**src/rtl/instr_fetch_unit.sv**
```systemverilog
// MIPS instruction fetch stage: PC, imem handshake,
// instruction register and next-PC resolution.
module instr_fetch_unit #(
  parameter logic [31:0] PC_RESET = 32'h0000_0000
) (
  input  logic        clk,
  input  logic        rst_n,
  output logic        imem_req,
  output logic [31:0] imem_addr,
  input  logic        imem_ready,
  input  logic [31:0] imem_rdata,
  output logic        instr_valid,
  output logic [31:0] instr,
  output logic [5:0]  op,
  output logic [31:0] pc_plus4,
  input  logic        instr_ack,
  input  logic        branch,
  input  logic        jump,
  input  logic        zero,
  output logic [31:0] retired
);

  localparam logic [31:0] PC_INIT =
    {PC_RESET[31:2], 2'b00};

  typedef enum logic {
    FETCH = 1'b0,
    HOLD  = 1'b1
  } state_t;

  state_t      r_state;
  state_t      w_state_nxt;
  logic        r_run;
  logic [31:0] r_pc;
  logic [31:0] r_instr;
  logic        r_valid;
  logic [31:0] r_retired;

  logic        w_req;
  logic        w_fetch_done;
  logic        w_retire;
  logic [31:0] w_pc_plus4;
  logic [31:0] w_br_off;
  logic [31:0] w_br_tgt;
  logic [31:0] w_jmp_tgt;
  logic [31:0] w_next_pc;
  logic        w_take_jmp;
  logic        w_take_br;
  logic        w_take_seq;

  // r_run clears asynchronously so a reset drops
  // the request at once; it arms on the first edge
  // after release.
  always_ff @(posedge clk or negedge rst_n) begin
    if (!rst_n) r_run <= 1'b0;
    else        r_run <= 1'b1;
  end

  // FSM state register.
  always_ff @(posedge clk or negedge rst_n) begin
    if (!rst_n) r_state <= FETCH;
    else        r_state <= w_state_nxt;
  end

  // Next state and the imem request output.
  always_comb begin
    w_state_nxt  = r_state;
    w_req        = 1'b0;
    w_fetch_done = 1'b0;
    w_retire     = 1'b0;
    unique case (r_state)
      FETCH: begin
        w_req = r_run;
        if (r_run && imem_ready) begin
          w_fetch_done = 1'b1;
          w_state_nxt  = HOLD;
        end
      end
      HOLD: begin
        if (instr_ack) begin
          w_retire    = 1'b1;
          w_state_nxt = FETCH;
        end
      end
      default: w_state_nxt = FETCH;
    endcase
  end

  assign w_pc_plus4 = r_pc + 32'd4;
  assign w_br_off   = {{14{r_instr[15]}},
                       r_instr[15:0], 2'b00};
  assign w_br_tgt   = w_pc_plus4 + w_br_off;
  assign w_jmp_tgt  = {w_pc_plus4[31:28],
                       r_instr[25:0], 2'b00};

  // Jump wins over a taken branch.
  assign w_take_jmp = jump;
  assign w_take_br  = ~jump & branch & zero;
  assign w_take_seq = ~jump & ~(branch & zero);

  // Next-PC select; the three terms are disjoint.
  always_comb begin
    w_next_pc = w_pc_plus4;
    unique case (1'b1)
      w_take_jmp: w_next_pc = w_jmp_tgt;
      w_take_br:  w_next_pc = w_br_tgt;
      w_take_seq: w_next_pc = w_pc_plus4;
      default:    w_next_pc = w_pc_plus4;
    endcase
  end

  // PC advances only when the held instr retires.
  always_ff @(posedge clk or negedge rst_n) begin
    if (!rst_n)        r_pc <= PC_INIT;
    else if (w_retire) r_pc <= w_next_pc;
  end

  // Instruction register captures on handshake.
  always_ff @(posedge clk or negedge rst_n) begin
    if (!rst_n)            r_instr <= 32'd0;
    else if (w_fetch_done) r_instr <= imem_rdata;
  end

  // Valid flag: set on capture, cleared on ack.
  always_ff @(posedge clk or negedge rst_n) begin
    if (!rst_n)            r_valid <= 1'b0;
    else if (w_fetch_done) r_valid <= 1'b1;
    else if (w_retire)     r_valid <= 1'b0;
  end

  // Retired instruction counter, wraps naturally.
  always_ff @(posedge clk or negedge rst_n) begin
    if (!rst_n)        r_retired <= 32'd0;
    else if (w_retire) r_retired <= r_retired + 32'd1;
  end

  assign imem_req    = w_req;
  assign imem_addr   = r_pc;
  assign instr_valid = r_valid;
  assign instr       = r_instr;
  assign op          = r_instr[31:26];
  assign pc_plus4    = w_pc_plus4;
  assign retired     = r_retired;

endmodule
```
**config.mk**
```make
export PLATFORM = sky130hd
export DESIGN_NAME = instr_fetch_unit
export DESIGN_NICKNAME = d
export VERILOG_FILES = /design/src/rtl/instr_fetch_unit.sv
export SDC_FILE = /design/constraint.sdc
export NUM_CORES = 1
export LEC_CHECK = 0
export ABC_AREA = 1
export BUFFER_PORTS_ARGS = -buffer_cell sky130_fd_sc_hd__clkbuf_2
export CAP_MARGIN = 20
export CORE_MARGIN = 5
export CORE_UTILIZATION = 45
export CTS_CLUSTER_DIAMETER = 50
export CTS_CLUSTER_SIZE = 28
export DETAILED_ROUTE_END_ITERATION = 12
export PLACE_DENSITY = 0.78
export SYNTH_ARGS = -nofsm -noshare
export SYNTH_HDL_FRONTEND = slang
export SYNTH_SLANG_ARGS = --single-unit
```
**constraint.sdc**
```tcl
create_clock -name clk -period 2.8 [get_ports clk]
set_clock_uncertainty 0.1 [all_clocks]
set_input_delay 0.42 -clock clk [delete_from_list [all_inputs] [get_ports clk]]
set_output_delay 0.42 -clock clk [all_outputs]
set_load 0.05 [all_outputs]
```
# Word level (Yosys, flattened, before mapping)
# Cells that the tools add are included.
# Widths: inputs -> output; s select.
classes:
  bitwise_logic: 4
  reduce_logical: 2
  add_sub_neg: 3
  mux: 10
op_table:
  columns: ["operator", "n"]
  rows:
  - ["$pmux 32 s2", 1]
  - ["$add 32x1->32 const B", 1]
  - ["$add 32x3->32 const B", 1]
  - ["$add 32x32->32", 1]
  - ["$mux 1", 8]
  - ["$and 1x1->1", 2]
  - ["$not 1->1", 2]
  - ["$pmux 1 s2", 1]
  - ["$reduce_bool 2->1", 1]
  - ["$logic_and 1x1->1", 1]
word_totals:
  output_inout_bits: 136
  elab_cells: 25
  input_bits: 39
  regBits: 99

# Longest topological paths before layout
logic_depth:
  word_depth: 4
  depth_mapped: 22
  ltp_nobuf: 22

# Worst setup path before layout
# Ideal clock, no wire load.
synth_path:
  kind: "reg-to-reg"
  startpoint: "reg r_pc[2] (netlist: imem_addr[2])"
  endpoint: "reg r_pc[31] (netlist: imem_addr[31])"
  synth_period_minus_slack_ps: 3972
  path_stages_with_launch: 21
  required_ps: 2582
  setup_ps: 118
  path_slack_ps: -1172
  path_buffers: 0
  t_arrival_ps: 3754
  cell_sequence: "dfrtp_1 -> inv_1 -> nor2_1 -> nand2_1 -> inv_1 -> nand2_1 -> nor2_1 -> xor2_1 -> ha_1 -> nand2_1 -> inv_1 -> a21oi_1 -> nand2_1 -> nand2_1 -> nand2_1 -> inv_1 -> nand2_1 -> nand3_1 -> nand3_1 -> nand2_1 -> nand2_1"
synth_via:
  elab_chain_cells: 3
synth_rtl:
  columns: ["item", "line_no", "rtl"]
  rows:
  - ["start: declaration", "34", "logic [31:0] r_pc;"]
  - ["start signal: assignment", "115", "else if (w_retire) r_pc <= w_next_pc;"]
  - ["$add 32x3->32", "89", "assign w_pc_plus4 = r_pc + 32'd4;"]
  - ["net pc_plus4[2]", "15", "output logic [31:0] pc_plus4,"]
  - ["$add 32x32->32", "92", "assign w_br_tgt = w_pc_plus4 + w_br_off;"]
  - ["$pmux 32 s2", "104", "unique case (1'b1)"]
# The timed path passes the listed nets, and every way through them passes these cells.
# A chain may end at the register's enable or synchronous reset.

# Worst setup path after layout
layout_path:
  startpoint: "reg r_pc[7] (netlist: imem_addr[7])"
  endpoint: "reg r_pc[14] (netlist: imem_addr[14])"
layout_via:
  elab_chain_cells: 3
layout_rtl:
  columns: ["item", "line_no"]
  rows:
  - ["$add 32x3->32 (*)", "89"]
  - ["$add 32x32->32", "92"]
  - ["$pmux 32 s2 (*)", "104"]
# Every way passes the cells marked *; elsewhere a longest branch is shown, timed or not.

==> summary.txt <==
Synth
  • Area leader, netlist: dfrtp_1
  • Gate Count Post-Synth: 1099
  • Seq cells post-synth: 97
  • Avg Inst Size Synth: ~6.9 um2
  • Post-synthesis sequential area ratio: roughly a third
  • Netlist cell types: between 40 and 50
  • Post-synth top flop: dfrtp_1
  • Yosys synthesis warning count: 0
  • Number of synthesized flops with an enable pin: 0
  • Yosys top cell area share: 32.1%
  • Cell area after synthesis: around 7600 um2
  • Asr flop ratio synth: between 90% and 100%
  • Largest cells by area after synthesis: dfrtp_1 32%, nand2_1 16%, inv_1 7.6%, ha_1 6.1%, nor2_1 5.6%

Global routing
  • Total grt overflow: 0
  • GRT Total Usage: 29.1%
  • Pin count of the biggest net entering global routing: between 50 and 60
  • Initial antenna violation count: 0
  • Global-route wire length before repair: about 45 mm
  • Vias in the first global route: approximately 8700

Finish
  • Post-Route Utilization: 71.0%
  • Share of layout cells above drive strength 1: 48.0%
  • Fin nets: 1501
  • Most frequent cells in the layout: 246 x nand2_1, 164 x clkbuf_2, 159 x buf_4, 131 x inv_1, 74 x dfrtp_1
  • # fillers: 1220
  • Multi-input gate area: between 5000 and 6000 um2
  • Area occupied by registers: about 2500 um2
  • Ant diodes: 0
  • Post-route cell area: around 12000 um2
  • Final non-filler cell total: approximately 1600
  • Syn-to-layout area delta: 55.2%
  • Most common cell after layout, fill and taps aside: nand2_1

Clocking
  • Clock buffer depth: 2
  • Clock latency on the worst-skew pair: ~0.36 ns
  • CTS tree: yes
  • CTS buffer count: 9
  • Hold_buf cts: 0
  • Clk sinks: 97
  • Clock slew at reported path FFs: 0.07 ns
  • Number of H-tree levels: 3
  • Root Driver: clkbuf_16

Routing
  • DR iter-0 viols: a little over 900
  • Drt pass-1 iters: 5
  • Post-Route WL: 30.2 mm
  • Vias/cell: ~5.5
  • Total number of vias: around 9000
  • Wirelength per Cell: 18.3 um
  • Routed Antenna Nets: 0
  • # DRC: 0

Die
  • Rows: 47
  • DIE AREA: between 15000 and 20000 um2
  • DIE HEIGHT: approximately 140 um
  • Die Wd: between 100 and 150 um
  • Core ar.: approximately 17000 um2
  • I/O pins: 175
  • Initial Util: a little under half

Setup path
  • R2R Setup Slk: -0.09 ns
  • Critical path class: flip-flop to flip-flop
  • Arrival time at the worst endpoint: between 3 and 4 ns
  • Startpoint types: flip-flop
  • CP max FO: 4
  • Crit path required time: just under 3 ns
  • Worst setup EP type: flip-flop

Timing
  • Final worst path period share: 103%
  • Hold Fails Final Rpt: 0
  • Final max-slew violation count: 0
  • Final Setup Violations: 17
  • Min Tclk post-route: about 2.9 ns
  • Worst Tran Pin Value: between 0.8 and 0.9 ns
  • Slew HR: roughly 43%
  • Fmax: about 0.35 GHz
  • Final worst slack: -0.0948 ns
  • Hold slack: around 0.072 ns
  • Unrepaired setup endpoints after global routing: yes

Place
  • Post-Place Setup Slack: -0.254 ns
  • Cell Area, Placed: 10200 um2
  • RePlAce Congestion: approximately 0.99
  • Placed Cells: approximately 1600
  • Post-DP HPWL: around 22 mm
  • Number of port buffers: 170

Outcome
  • Failing checks: negative setup slack
  • Status: finished with violations

Pwr
  • Pwr Density: roughly 1100 nW/um2
  • Worst vdd ir: about 0.00062 V
  • Lkg Pwr: 5.90 nW

Job
  • MaxCap Viol Count: 0

Worst hold path
  • Hold WC Path Type: primary input to async pin
synthesized netlist by cell type, types with 4 or more instances:
cell type / instances
a21oi_1: 67
a31oi_1: 5
a32oi_1: 4
and2_1: 16
buf_2: 4
buf_4: 10
clkbuf_1: 11
dfrtp_1: 97
ha_1: 37
inv_1: 153
mux2_2: 29
nand2_1: 331
nand3_1: 76
nand3b_1: 6
nand4_1: 15
nor2_1: 112
nor3_1: 17
o21ai_0: 21
o21bai_1: 6
or2_2: 7
xnor2_1: 16
xor2_1: 27
sequential cells by signal (all words and copies together) (netlist names):
register / count
imem_addr: 30
instr_valid: 1
r_state: 1
instr: 32
r_run: 1
retired: 32
final timing paths:
check,depth (start not counted),endpoint,startpoint
setup reg to reg,18,imem_addr[14]$_DFFE_PN0P_,imem_addr[7]$_DFFE_PN0P_
setup / recovery,18,imem_addr[14]$_DFFE_PN0P_,imem_addr[7]$_DFFE_PN0P_
hold / removal,1,instr[27]$_DFFE_PN0P_,rst_n
min in group clk,2,r_state$_DFF_PN0_,instr_ack
hold reg to reg,1,retired[31]$_DFFE_PN0P_,retired[31]$_DFFE_PN0P_
max in group asynchronous,2,retired[21]$_DFFE_PN0P_,rst_n
routing by layer:
layer	GRT usage [%]	part of all wire, %	vias to the layer above
met5	0	0	-
li1	-	-	4146
met4	12.0	4.6	0
met1	38.4	39	4297
met3	4.19	8.6	106
met2	48.0	47	453
worst max-delay path, stage by stage (launching register included):
cell and delay, ns:
dfrtp_2 0.42, nand2_2 0.09, nor3_4 0.24, buf_6 0.13, nand2_4 0.07, nor2_4 0.14
nand2_1 0.09, and2_4 0.19, ha_4 0.28, buf_6 0.10, nand2_4 0.07, nor2_4 0.15
and2_4 0.19, nand2_4 0.06, nand3_4 0.08, nor2_1 0.06, nor2_1 0.11, nand2_1 0.07
a31oi_1 0.16
kinds of logic after synthesis:
| logic type | count (synthesis) | share of synthesized area (%) |
|---|---|---|
| buffers and inverters | 181 | 9.55 |
| and+or+nand+nor | 596 | 34.2 |
| other | 2 | 0.0994 |
| muxes | 29 | 4.32 |
| adders and majority gates | 38 | 6.39 |
| xor gates and xnor gates | 43 | 4.98 |
| DFF | 97 | 32.1 |
| AOI/OAI and AO/OA | 113 | 8.31 |
through the flow:
step	power, mW	TNS (ns)
after CTS	11.6	-0.0122
after floorplan	7.18	-3.90
final	13.0	-0.651
after global routing	13.6	-3.08
after detailed placement	9.90	-2.79
after global placement	9.79	-1.84
layout make-up:
cell class | count | share of cell area (%)
Tap cell | 220 | 2.35
Clock buffer | 12 | 2.02
Multi-Input combinational cell | 824 | 50.4
Inverter | 154 | 5.12
Timing Repair Buffer | 338 | 18.7
Sequential cell | 97 | 21.0
Clock inverter | 4 | 0.448
power by group:
part	internal (mW)	switching, mW
clock	0.699	0.582
combinational	3.53	6.03
sequential	1.72	0.422
total	5.95	7.03
what timing repair did:
| item | 4_1_cts | 5_1_grt |
|---|---|---|
| setup buffers | 12 | 18 |
| endpoints found under the setup margin | 24 | 28 |
| gates resized for setup | 59 | 208 |
| pin swaps | 26 | 79 |
(Power assumes the default switching activity.)
